File: config.mk
export PLATFORM = sky130hd
export DESIGN_NAME = exception_ctrl
export DESIGN_NICKNAME = d
export VERILOG_FILES = /design/src/rtl/exc_pkg.sv /design/src/rtl/exc_prio_enc.sv /design/src/rtl/exception_ctrl.sv
export SDC_FILE = /design/constraint.sdc
export NUM_CORES = 1
export LEC_CHECK = 0
export CELL_PAD_IN_SITES_DETAIL_PLACEMENT = 0
export CELL_PAD_IN_SITES_GLOBAL_PLACEMENT = 1
export CORE_MARGIN = 2
export CORE_UTILIZATION = 24
export CTS_CLUSTER_DIAMETER = 30
export DETAILED_ROUTE_END_ITERATION = 16
export PLACE_DENSITY_LB_ADDON = 0.1
export SYNTH_ARGS = -nofsm -noshare
export SYNTH_HDL_FRONTEND = slang
export SYNTH_HIERARCHICAL = 1
export SYNTH_SLANG_ARGS = --single-unit
File: constraint.sdc
create_clock -name clk -period 6.25 [get_ports clk]
set_clock_uncertainty 0.2 [all_clocks]
set_input_delay 1.25 -clock clk [delete_from_list [all_inputs] [get_ports clk]]
set_output_delay 1.25 -clock clk [all_outputs]
set_load 0.1 [all_outputs]
File: src/rtl/exc_pkg.sv
// Shared types and constants for the trap controller: FSM states, event kinds,
// synchronous exception cause table and interrupt/vector constants.
package exc_pkg;

  typedef enum logic [1:0] {
    ST_IDLE     = 2'd0,
    ST_FLUSH    = 2'd1,
    ST_REDIRECT = 2'd2
  } state_t;

  typedef enum logic [1:0] {
    EV_NONE = 2'd0,
    EV_EXC  = 2'd1,
    EV_IRQ  = 2'd2,
    EV_MRET = 2'd3
  } ev_kind_t;

  localparam logic [31:0] IRQ_CAUSE_EXT  = 32'h8000_000B;
  localparam logic [1:0]  MTVEC_MODE_VEC = 2'b01;
  localparam logic [31:0] IRQ_VEC_OFFSET = 32'h0000_002C;

  // Cause code per source index; unlisted indexes report illegal instruction.
  function automatic logic [3:0] exc_code(input int unsigned idx);
    case (idx)
      0:       exc_code = 4'd2;
      1:       exc_code = 4'd0;
      2:       exc_code = 4'd4;
      3:       exc_code = 4'd6;
      default: exc_code = 4'd2;
    endcase
  endfunction

endpackage

File: src/rtl/exc_prio_enc.sv
// Lowest-index-first priority encoder: valid when any request is set,
// idx points at the lowest set bit.
module exc_prio_enc #(
  parameter int N  = 4,
  parameter int IW = (N > 1) ? $clog2(N) : 1
) (
  input  logic [N-1:0]  req,
  output logic          valid,
  output logic [IW-1:0] idx
);

  always_comb begin
    valid = |req;
    idx   = '0;
    for (int i = N - 1; i >= 0; i--) begin
      if (req[i]) idx = IW'(i);
    end
  end

endmodule

File: src/rtl/exception_ctrl.sv
// Trap controller: arbitrates EX exceptions, external interrupt and mret,
// captures trap CSRs, holds a flush, then issues a single-cycle PC redirect.
module exception_ctrl
  import exc_pkg::*;
#(
  parameter int NUM_SRC     = 4,
  parameter int FLUSH_CYC   = 2,
  parameter bit VECTORED_EN = 1'b1
) (
  input  logic               clk,
  input  logic               rst_n,
  input  logic [NUM_SRC-1:0] exc_req_ex,
  input  logic [31:0]        pc_ex,
  input  logic [31:0]        tval_ex,
  input  logic               mret_ex,
  input  logic               ext_irq,
  input  logic               csr_mstatus_mie,
  input  logic               csr_mie_meie,
  input  logic [31:0]        csr_mtvec,
  input  logic [31:0]        csr_mepc,
  output logic               g_exception,
  output logic               trap_we,
  output logic               mret_we,
  output logic [31:0]        mcause_o,
  output logic [31:0]        mepc_o,
  output logic [31:0]        mtval_o,
  output logic               jump_req,
  output logic [31:0]        jump_pc,
  output logic               busy
);

  localparam int IW = (NUM_SRC > 1) ? $clog2(NUM_SRC) : 1;
  localparam int CW = (FLUSH_CYC > 1) ? $clog2(FLUSH_CYC) : 1;
  localparam logic [CW-1:0] CNT_LOAD = CW'(FLUSH_CYC - 1);

  state_t        state_q, state_d;
  logic [CW-1:0] cnt_q;
  ev_kind_t      kind_q, ev_kind;
  logic [31:0]   target_q, ev_target;
  logic          exc_valid;
  logic [IW-1:0] exc_idx;
  logic          irq_take;
  logic          accept;
  logic [31:0]   mtvec_base;
  logic [31:0]   exc_cause;

  exc_prio_enc #(.N(NUM_SRC), .IW(IW)) u_prio (
    .req   (exc_req_ex),
    .valid (exc_valid),
    .idx   (exc_idx)
  );

  assign irq_take   = ext_irq & csr_mstatus_mie & csr_mie_meie;
  assign mtvec_base = {csr_mtvec[31:2], 2'b00};
  assign exc_cause  = {28'b0, exc_code(32'(exc_idx))};

  // Event arbitration only matters in IDLE; other states ignore all inputs.
  always_comb begin
    ev_kind   = EV_NONE;
    ev_target = '0;
    if (exc_valid) begin
      ev_kind   = EV_EXC;
      ev_target = mtvec_base;
    end else if (irq_take) begin
      ev_kind   = EV_IRQ;
      ev_target = (VECTORED_EN && csr_mtvec[1:0] == MTVEC_MODE_VEC)
                  ? mtvec_base + IRQ_VEC_OFFSET : mtvec_base;
    end else if (mret_ex) begin
      ev_kind   = EV_MRET;
      ev_target = csr_mepc;
    end
  end

  assign accept = (state_q == ST_IDLE) && (ev_kind != EV_NONE);

  always_ff @(posedge clk or negedge rst_n) begin
    if (!rst_n) state_q <= ST_IDLE;
    else        state_q <= state_d;
  end

  always_comb begin
    state_d = state_q;
    case (state_q)
      ST_IDLE:     if (accept) state_d = ST_FLUSH;
      ST_FLUSH:    if (cnt_q == '0) state_d = ST_REDIRECT;
      ST_REDIRECT: state_d = ST_IDLE;
      default:     state_d = ST_IDLE;
    endcase
  end

  always_ff @(posedge clk or negedge rst_n) begin
    if (!rst_n) begin
      cnt_q    <= '0;
      kind_q   <= EV_NONE;
      target_q <= '0;
      mcause_o <= '0;
      mepc_o   <= '0;
      mtval_o  <= '0;
    end else begin
      if (accept) begin
        cnt_q    <= CNT_LOAD;
        kind_q   <= ev_kind;
        target_q <= ev_target;
        if (ev_kind == EV_EXC) begin
          mcause_o <= exc_cause;
          mepc_o   <= pc_ex;
          mtval_o  <= tval_ex;
        end else if (ev_kind == EV_IRQ) begin
          mcause_o <= IRQ_CAUSE_EXT;
          mepc_o   <= pc_ex;
          mtval_o  <= '0;
        end
      end else if (state_q == ST_FLUSH && cnt_q != '0) begin
        cnt_q <= cnt_q - 1'b1;
      end
    end
  end

  // The counter only counts down, so the load value marks the first FLUSH cycle.
  always_comb begin
    g_exception = (rst_n && accept) || (state_q == ST_FLUSH);
    trap_we     = (state_q == ST_FLUSH) && (cnt_q == CNT_LOAD) && (kind_q != EV_MRET);
    mret_we     = (state_q == ST_FLUSH) && (cnt_q == CNT_LOAD) && (kind_q == EV_MRET);
    jump_req    = (state_q == ST_REDIRECT);
    jump_pc     = jump_req ? target_q : '0;
    busy        = (state_q != ST_IDLE);
  end

endmodule

Word-level counts from Yosys, hierarchy flattened
Index checks and enable logic that the tools add are counted.
{"block": "op_classes", "eq_ne": 12, "n_addsub": 2, "n_lt_le_gt_ge": 0, "n_shift": 0, "div": 0, "bitwise": 2, "reduce_logical": 15, "n_mux": 24, "n_mul": 0}
{"op": "$mux W32", "count": 11}
{"op": "$add A32 B6 Y32 const B", "count": 1}
{"op": "$mux W2", "count": 9}
{"op": "$pmux W4 S4", "count": 1}
{"op": "$eq A2 B2 Y1 const B", "count": 5}
{"op": "$eq A2 B1 Y1 const B", "count": 4}
{"op": "$reduce_bool A2 Y1", "count": 4}
{"op": "$ne A2 B2 Y1 const B", "count": 3}
{"op": "$logic_and A1 B1 Y1", "count": 5}
{"op": "$logic_not A2 Y1", "count": 2}
{"op": "$pmux W2 S2", "count": 1}
{"op": "$reduce_and A2 Y1", "count": 2}
{"op": "$reduce_or A4 Y1", "count": 1}
{"op": "$and A1 B1 Y1", "count": 2}
{"op": "$mux W1", "count": 2}
{"op": "$logic_or A1 B1 Y1", "count": 1}
{"op": "$sub A1 B1 Y1 const B", "count": 1}
{"block": "totals", "mem_bits_rw": 0, "elab_cells": 62, "in_bits": 138, "n_memories": 0, "latchBits": 0, "ff_bits": 133, "mem_bits_ro": 0}

Longest topological paths before layout
Gate-level depths: netlist of the first run.
{"block": "depth", "depth_word": 8, "ltp_mapped": 14, "mapped_depth_nobuf": 9}

By module
Netlist of the first run, hierarchy kept.
{"mod": "exception_ctrl", "cells_each": 719, "instances": 1, "area_each_um2": 5955.7, "seq_area_each_um2": 2602.5}
{"mod": "exc_prio_enc", "cells_each": 7, "instances": 1, "area_each_um2": 35.0, "seq_area_each_um2": 0.0}

Worst setup path before layout of the first run
Ideal clock, no wire load.
{"block": "synth_timing", "kind": "input to output", "from": "input port exc_req_ex[2]", "to": "output port g_exception", "arrival_time_ps": 3731, "cell_stages": 10, "path_slack_ps": 1069, "n_path_buf": 3, "cell_sequence": "nor2_1 -> nand2_1 -> buf_2 -> clkbuf_1 -> buf_1 -> nor2_1 -> ha_1 -> inv_1 -> a21oi_1 -> nor2_1"}
{"block": "synth_between", "elab_chain_cells": 6}
{"item": "start: declaration", "line": "exception_ctrl.sv:12", "text": "input logic [NUM_SRC-1:0] exc_req_ex,"}
{"item": "$reduce_or A4 Y1", "line": "exc_prio_enc.sv:13", "text": "valid = |req;"}
{"item": "net exc_valid", "line": "exception_ctrl.sv:40", "text": "logic exc_valid;"}
{"item": "$mux W2", "line": "exception_ctrl.sv:61", "text": "if (exc_valid) begin"}
{"item": "$reduce_bool A2 Y1", "line": "exception_ctrl.sv:74", "text": "assign accept = (state_q == ST_IDLE) && (ev_kind != EV_NONE);"}
{"item": "$logic_and A1 B1 Y1", "line": "exception_ctrl.sv:74"}
{"item": "$logic_and A1 B1 Y1", "line": "exception_ctrl.sv:121", "text": "g_exception = (rst_n && accept) || (state_q == ST_FLUSH);"}
{"item": "$logic_or A1 B1 Y1", "line": "exception_ctrl.sv:121"}
{"item": "end: declaration", "line": "exception_ctrl.sv:21", "text": "output logic g_exception,"}
The timed path passes the listed nets, and every way through them passes these cells.

Final worst setup path of the first run
{"block": "layout_timing", "from": "input port exc_req_ex[0]", "to": "output port g_exception"}
The elaborated chain is that of the path after synthesis.

==> results.sh, run 1 <==
export IMPL_design_core_area_um2=24400
export IMPL_place_inst=1250
export IMPL_r2r_start="state_q[0]"
export IMPL_synth_seq_cells=104
export IMPL_cts_tree="done"
export IMPL_cts_buffers=9
export IMPL_cap_violations=0
export IMPL_fin_ws_ns=1.29
export IMPL_hpwl_um=15800
export IMPL_rsz0062_at_grt="false"
export IMPL_p_sw_mw=3.31
export IMPL_layout_common_cells="clkdlybuf4s50_1 (241), nand2_1 (195), dfrtp_1 (104)"
export IMPL_vias=5759
export IMPL_ios=271
export IMPL_final_common_cell="clkdlybuf4s50_1"
export IMPL_cts_setup_buffers=0
export IMPL_timing_final_crit_share=0.794
export IMPL_grt_overflow_total=0
export IMPL_criticalPathCategory="in -> out"
export IMPL_hp_class="reg -> reg"
export IMPL_wire_per_inst_um=17.7
export IMPL_crit_fanout=12
export IMPL_syn_to_final_growth_pct=48.1
export IMPL_drcViolationCount=0
export IMPL_antenna_found_initial=0
export IMPL_avgSynthCellArea_um2=8.25
export IMPL_final_util=0.364
export IMPL_grt_start_max_net_pins=73
export IMPL_vias_per_cell=4.55
export IMPL_hold_depth=2
export IMPL_die_h_um=162
export IMPL_crit_path_end_kind="output pin"
export IMPL_fp_dieArea_um2=26200
export IMPL_worst_pin_slew_ns=1.05
export IMPL_synth_edf_count=0
export IMPL_finalMaxSlewViolations=0
export IMPL_min_delay_start="target_q[0]"
export IMPL_ir_worst_vdd_uv=291
export IMPL_synth_cell_area_um2=5990
export IMPL_met3_length_um=1190
export IMPL_ys_seq_area_frac=0.434
export IMPL_wl_um=22300
export IMPL_rows=57
export IMPL_dr_first_iter_drc_count=299
export IMPL_clkPwrFrac=0.104
export IMPL_seqPwrFrac=0.216
export IMPL_reg2reg_depth=6
export IMPL_async_flop_share=1.00
export IMPL_cts_resized_gates=0
export IMPL_synth_distinct_cells=68
export IMPL_hold_path_end="target_q[0]"
export IMPL_top_layer_used="met4"
export IMPL_yosys_warnings=6
export IMPL_critPathLaunchType="primary input"
export IMPL_p_leak_nw=3.79
export IMPL_relSlewSlack=0.300
export IMPL_stdcell_count=1266
export IMPL_power_density_nw_per_um2=613
export IMPL_dr_pass1_iters=4
export IMPL_start_util=0.246
export IMPL_intPower_mw=2.13
export IMPL_min_period_ns=4.96
export IMPL_required_ns=4.80
export IMPL_rrSetupSlack_ns=3.92
export IMPL_wl_met2_um=10200
export IMPL_grt_pass1_vias=5669
export IMPL_fin_tns_setup_ns=0
export IMPL_cp_data_arrival_time_ns=3.51
export IMPL_clkLatencyLatePin_ns=0.35
export IMPL_ant_nets=0
export IMPL_reg2reg_to="mepc_o[3]"
export IMPL_cts_hold_buffers=0
export IMPL_wl_met1_um=10600
export IMPL_place_congestion=0.742
export IMPL_antennaDiodeCount=0
export IMPL_clkSinkCount=104
export IMPL_layout_drive_gt1_share=0.0541
export IMPL_combPwrFrac=0.679
export IMPL_place_ws_ns=1.19
export IMPL_p_sw_frac=0.609
export IMPL_h_tree_depth=3
export IMPL_fp_dieW_um=162
export IMPL_status="finished clean"
export IMPL_cts_root_buf="clkbuf_16"
export IMPL_fmax_mhz=201
export IMPL_grt_pass1_wl_um=34200
export IMPL_port_buffers=243
export IMPL_hold_viol_final=0
export IMPL_clkTransAtPathRegs_ns=0.07
export IMPL_synth_ff_type="dfrtp_1"
export IMPL_finalSetupViolCount=0
export IMPL_final_nets=1080
export IMPL_clockBufferDepth=2
export IMPL_num_fill_cells=2606
export IMPL_grtUsageTotal=0.169
export IMPL_syn_instance_count=726
==> layer usage <==
metal,global-route usage,up-vias
li1,-,2848
met1,0.237,2689
met2,0.267,198
met3,0.0314,24
met4,0.0438,0
met5,0,-
==> through the flow <==
| step | power (mW) | hold slack [ns] | instance area (um2) |
|---|---|---|---|
| floorplan | 3.98 | 0.230 | 6090 |
| global placement | 4.92 | 0.243 | 8600 |
| detailed placement | 4.92 | 0.251 | 8600 |
| CTS | 5.51 | 0.267 | 8870 |
| global route | 5.73 | 0.296 | 8870 |
| finish | 5.44 | 0.259 | 8870 |
==> worst max-delay path, stage by stage <==
cell and delay (ns):
clkdlybuf4s50_1 0.45, nor2_1 0.21, nand2_4 0.07, inv_1 0.38
o21ai_0 0.28, ha_1 0.34, inv_1 0.08, a21oi_1 0.05
nor2_1 0.20, buf_12 0.20
==> final cells by class <==
cell class / count / area, um2 / share of cell area
inverter: 13 / 48.8 / 0.00550
clock inverter: 6 / 48.8 / 0.00550
sequential: 104 / 2600 / 0.293
clock buffer: 10 / 229 / 0.0258
multi-input combinational: 554 / 3010 / 0.339
tap: 324 / 405 / 0.0457
timing repair buffer: 255 / 2530 / 0.285
==> flip-flops by register name, indices dropped and copies added (netlist names) <==
name	flops
mepc_o	32
kind_q	2
mcause_o	3
target_q	32
state_q	2
cnt_q	1
mtval_o	32
==> cells in the mapped netlist (7+ instances only) <==
cell type,count,share of area
a21oi_1,31,0.026
a221oi_1,10,0.015
and2_1,33,0.034
buf_2,8,0.0067
buf_4,32,0.040
clkbuf_1,33,0.021
dfrtp_1,104,0.43
inv_1,13,0.0081
mux2i_1,11,0.018
nand2_1,196,0.12
nand3_1,47,0.039
nand4_1,7,0.0073
nor2_1,35,0.022
nor2b_1,9,0.0094
nor3_1,7,0.0058
o21a_1,9,0.011
o21ai_0,32,0.027
o22ai_1,9,0.0094
==> cells by family after synthesis <==
logic type / after synthesis / share of synthesized area
simple gates: 374 / 0.294
compound gates: 133 / 0.152
flops: 104 / 0.434
buf+inv: 94 / 0.0838
mux: 12 / 0.0203
fa+ha+maj: 5 / 0.0104
xor+xnor: 3 / 0.00439
other cells: 1 / 0.000626
==> power groups by stage <==
stage	clock, mW	sequential, mW	combinational (mW)
final	0.568	1.18	3.70
after global routing	0.617	1.22	3.89
after CTS	0.589	1.18	3.74
after detailed placement	0	1.19	3.73
after global placement	0	1.18	3.74
after floorplan	0	2.66	1.32
==> worst max-delay path by stage <==
stage / start / endpoint / slack, ns
after detailed placement: exc_req_ex[0] / g_exception / 1.19
after CTS: exc_req_ex[0] / g_exception / 1.19
after global placement: exc_req_ex[2] / g_exception / 1.23
after global routing: exc_req_ex[0] / g_exception / 1.08
after floorplan: exc_req_ex[2] / g_exception / 1.07
final: exc_req_ex[0] / g_exception / 1.29
Power figures use the tool's default switching activity.
==> run 2: changes to the inputs <==
==> constraint.sdc (replaced) <==
create_clock -name clk -period 4.1 [get_ports clk]
set_clock_uncertainty 0.2 [all_clocks]
set_input_delay 0.82 -clock clk [delete_from_list [all_inputs] [get_ports clk]]
set_output_delay 0.82 -clock clk [all_outputs]
set_load 0.1 [all_outputs]
==> run 2 against run 1 <==
  * Power increased by 56%
  * Flip-flop and latch count unchanged
  * Count of clock-buffer cells in the layout decreased by 1
  * Core utilization increased by 0.31 points
  * Global-route usage increased by 0.22 points
  * Largest power group unchanged
  * Combinational power increased by 56%
  * Critical path type unchanged
  * Setup slack got worse by 0.86 ns
==> results.sh, run 2 (synthesis gave the netlist of run 1 again) <==
export IMPL_hpwl_um=16400
export IMPL_status="finished clean"
export IMPL_finalMaxSlewViolations=0
export IMPL_layout_drive_gt1_share=0.100
export IMPL_min_period_ns=3.67
export IMPL_cts_buffers=9
export IMPL_grtUsageTotal=0.171
export IMPL_finalSetupViolCount=0
export IMPL_rows=57
export IMPL_wire_per_inst_um=17.7
export IMPL_fin_tns_setup_ns=0
export IMPL_hold_viol_final=0
export IMPL_final_nets=1088
export IMPL_clkTransAtPathRegs_ns=0.07
export IMPL_timing_final_crit_share=0.896
export IMPL_grt_start_max_net_pins=69
export IMPL_vias=5818
export IMPL_layout_common_cells="clkdlybuf4s50_1 (206), nand2_1 (195), dfrtp_1 (104)"
export IMPL_grt_overflow_total=0
export IMPL_rsz0062_at_grt="false"
export IMPL_clkSinkCount=104
export IMPL_grt_pass1_wl_um=34900
export IMPL_critPathLaunchType="primary input"
export IMPL_clockBufferDepth=2
export IMPL_cts_tree="done"
export IMPL_start_util=0.246
export IMPL_crit_fanout=5
export IMPL_dr_first_iter_drc_count=292
export IMPL_hp_class="reg -> reg"
export IMPL_cts_root_buf="clkbuf_16"
export IMPL_criticalPathCategory="in -> out"
export IMPL_drcViolationCount=0
export IMPL_required_ns=3.08
export IMPL_syn_to_final_growth_pct=49.4
export IMPL_reg_top3="mepc_o (32), mtval_o (32), target_q (32)"
export IMPL_fin_ws_ns=0.428
export IMPL_fp_dieW_um=162
export IMPL_place_ws_ns=0.350
export IMPL_wl_um=22500
export IMPL_vias_per_cell=4.57
export IMPL_design_core_area_um2=24400
export IMPL_regArea_um2=2600
export IMPL_power_density_nw_per_um2=947
export IMPL_fp_dieArea_um2=26200
export IMPL_grt_pass1_vias=5818
export IMPL_cts_hold_buffers=0
export IMPL_ir_worst_vdd_uv=370
export IMPL_relSlewSlack=0.308
export IMPL_antenna_found_initial=0
export IMPL_cts_resized_gates=0
export IMPL_cp_data_arrival_time_ns=2.65
export IMPL_multi_input_area_um2=3010
export IMPL_place_inst=1258
export IMPL_die_h_um=162
export IMPL_ant_nets=0
export IMPL_antennaDiodeCount=0
export IMPL_fmax_mhz=272
export IMPL_worst_pin_slew_ns=1.03
export IMPL_p_total_mw=8.47
export IMPL_cap_violations=0
export IMPL_dr_pass1_iters=5
export IMPL_final_common_cell="clkdlybuf4s50_1"
export IMPL_ios=271
export IMPL_cts_setup_buffers=0
export IMPL_clkLatencyLatePin_ns=0.34
export IMPL_num_fill_cells=2561
export IMPL_p_leak_nw=3.95
export IMPL_final_util=0.367
export IMPL_h_tree_depth=3
export IMPL_crit_path_end_kind="output pin"
export IMPL_stdcell_count=1273
export IMPL_place_congestion=0.781
export IMPL_port_buffers=243
-- run 2: changes by cell type in the layout (fill, tap and decap cells not counted), sizes merged --
cell / before / now
buf: 14 / 57
clkdlybuf4s50: 241 / 206
clkinv: 1 / 3
clkinvlp: 2 / 0
bufinv: 0 / 1
clkbuf: 10 / 9
inv: 16 / 15
-- run 2: worst paths after layout --
| kind | from | to | slack (ns) | cells after the start |
|---|---|---|---|---|
| max in group asynchronous | rst_n | target_q[1] | 1.96 | 3 |
| worst min register to register | target_q[1] | target_q[1] | 0.26 | 2 |
| min in group asynchronous | rst_n | target_q[9] | 0.41 | 2 |
| worst min-delay path | target_q[1] | target_q[1] | 0.26 | 2 |
| worst max-delay path | exc_req_ex[0] | g_exception | 0.43 | 10 |
| worst max register to register | state_q[1] | target_q[13] | 2.00 | 4 |
-- run 2: through the flow --
step	hold WS, ns	cell area (um2)
after floorplan	0.230	6090
after global placement	0.249	8650
after detailed placement	0.250	8650
after CTS	0.267	8950
after global routing	0.288	8950
final	0.259	8950
-- run 2: layout make-up --
class | instances | area share
Timing Repair Buffer | 263 | 0.288
Clock inverter | 6 | 0.00881
Multi-Input combinational cell | 554 | 0.337
Tap cell | 324 | 0.0453
Inverter | 13 | 0.00545
Clock buffer | 9 | 0.0252
Sequential cell | 104 | 0.291
-- run 2: worst max-delay path, cell delays in order --
cell and delay (ns):
clkdlybuf4s50_1 0.46, nor2_1 0.22, nand2_4 0.10, inv_1 0.10
o21ai_0 0.16, ha_1 0.32, inv_1 0.08, a21oi_1 0.06
nor2_2 0.14, buf_12 0.19
-- run 2: metal layers --
| metal | part of all wire | vias to the layer above | global-route usage |
|---|---|---|---|
| met3 | 0.059 | 17 | 0.0286 |
| met4 | 0.013 | 0 | 0.0467 |
| met5 | 0 | - | 0 |
| met1 | 0.47 | 2732 | 0.242 |
| li1 | - | 2869 | - |
| met2 | 0.45 | 200 | 0.270 |
-- run 2: power breakdown --
part | leakage (nW) | switching (mW) | internal [mW]
sequential | 1.26 | 0.273 | 1.52
clock | 0.149 | 0.436 | 0.484
combinational | 2.54 | 4.36 | 1.40
total | 3.95 | 5.07 | 3.40
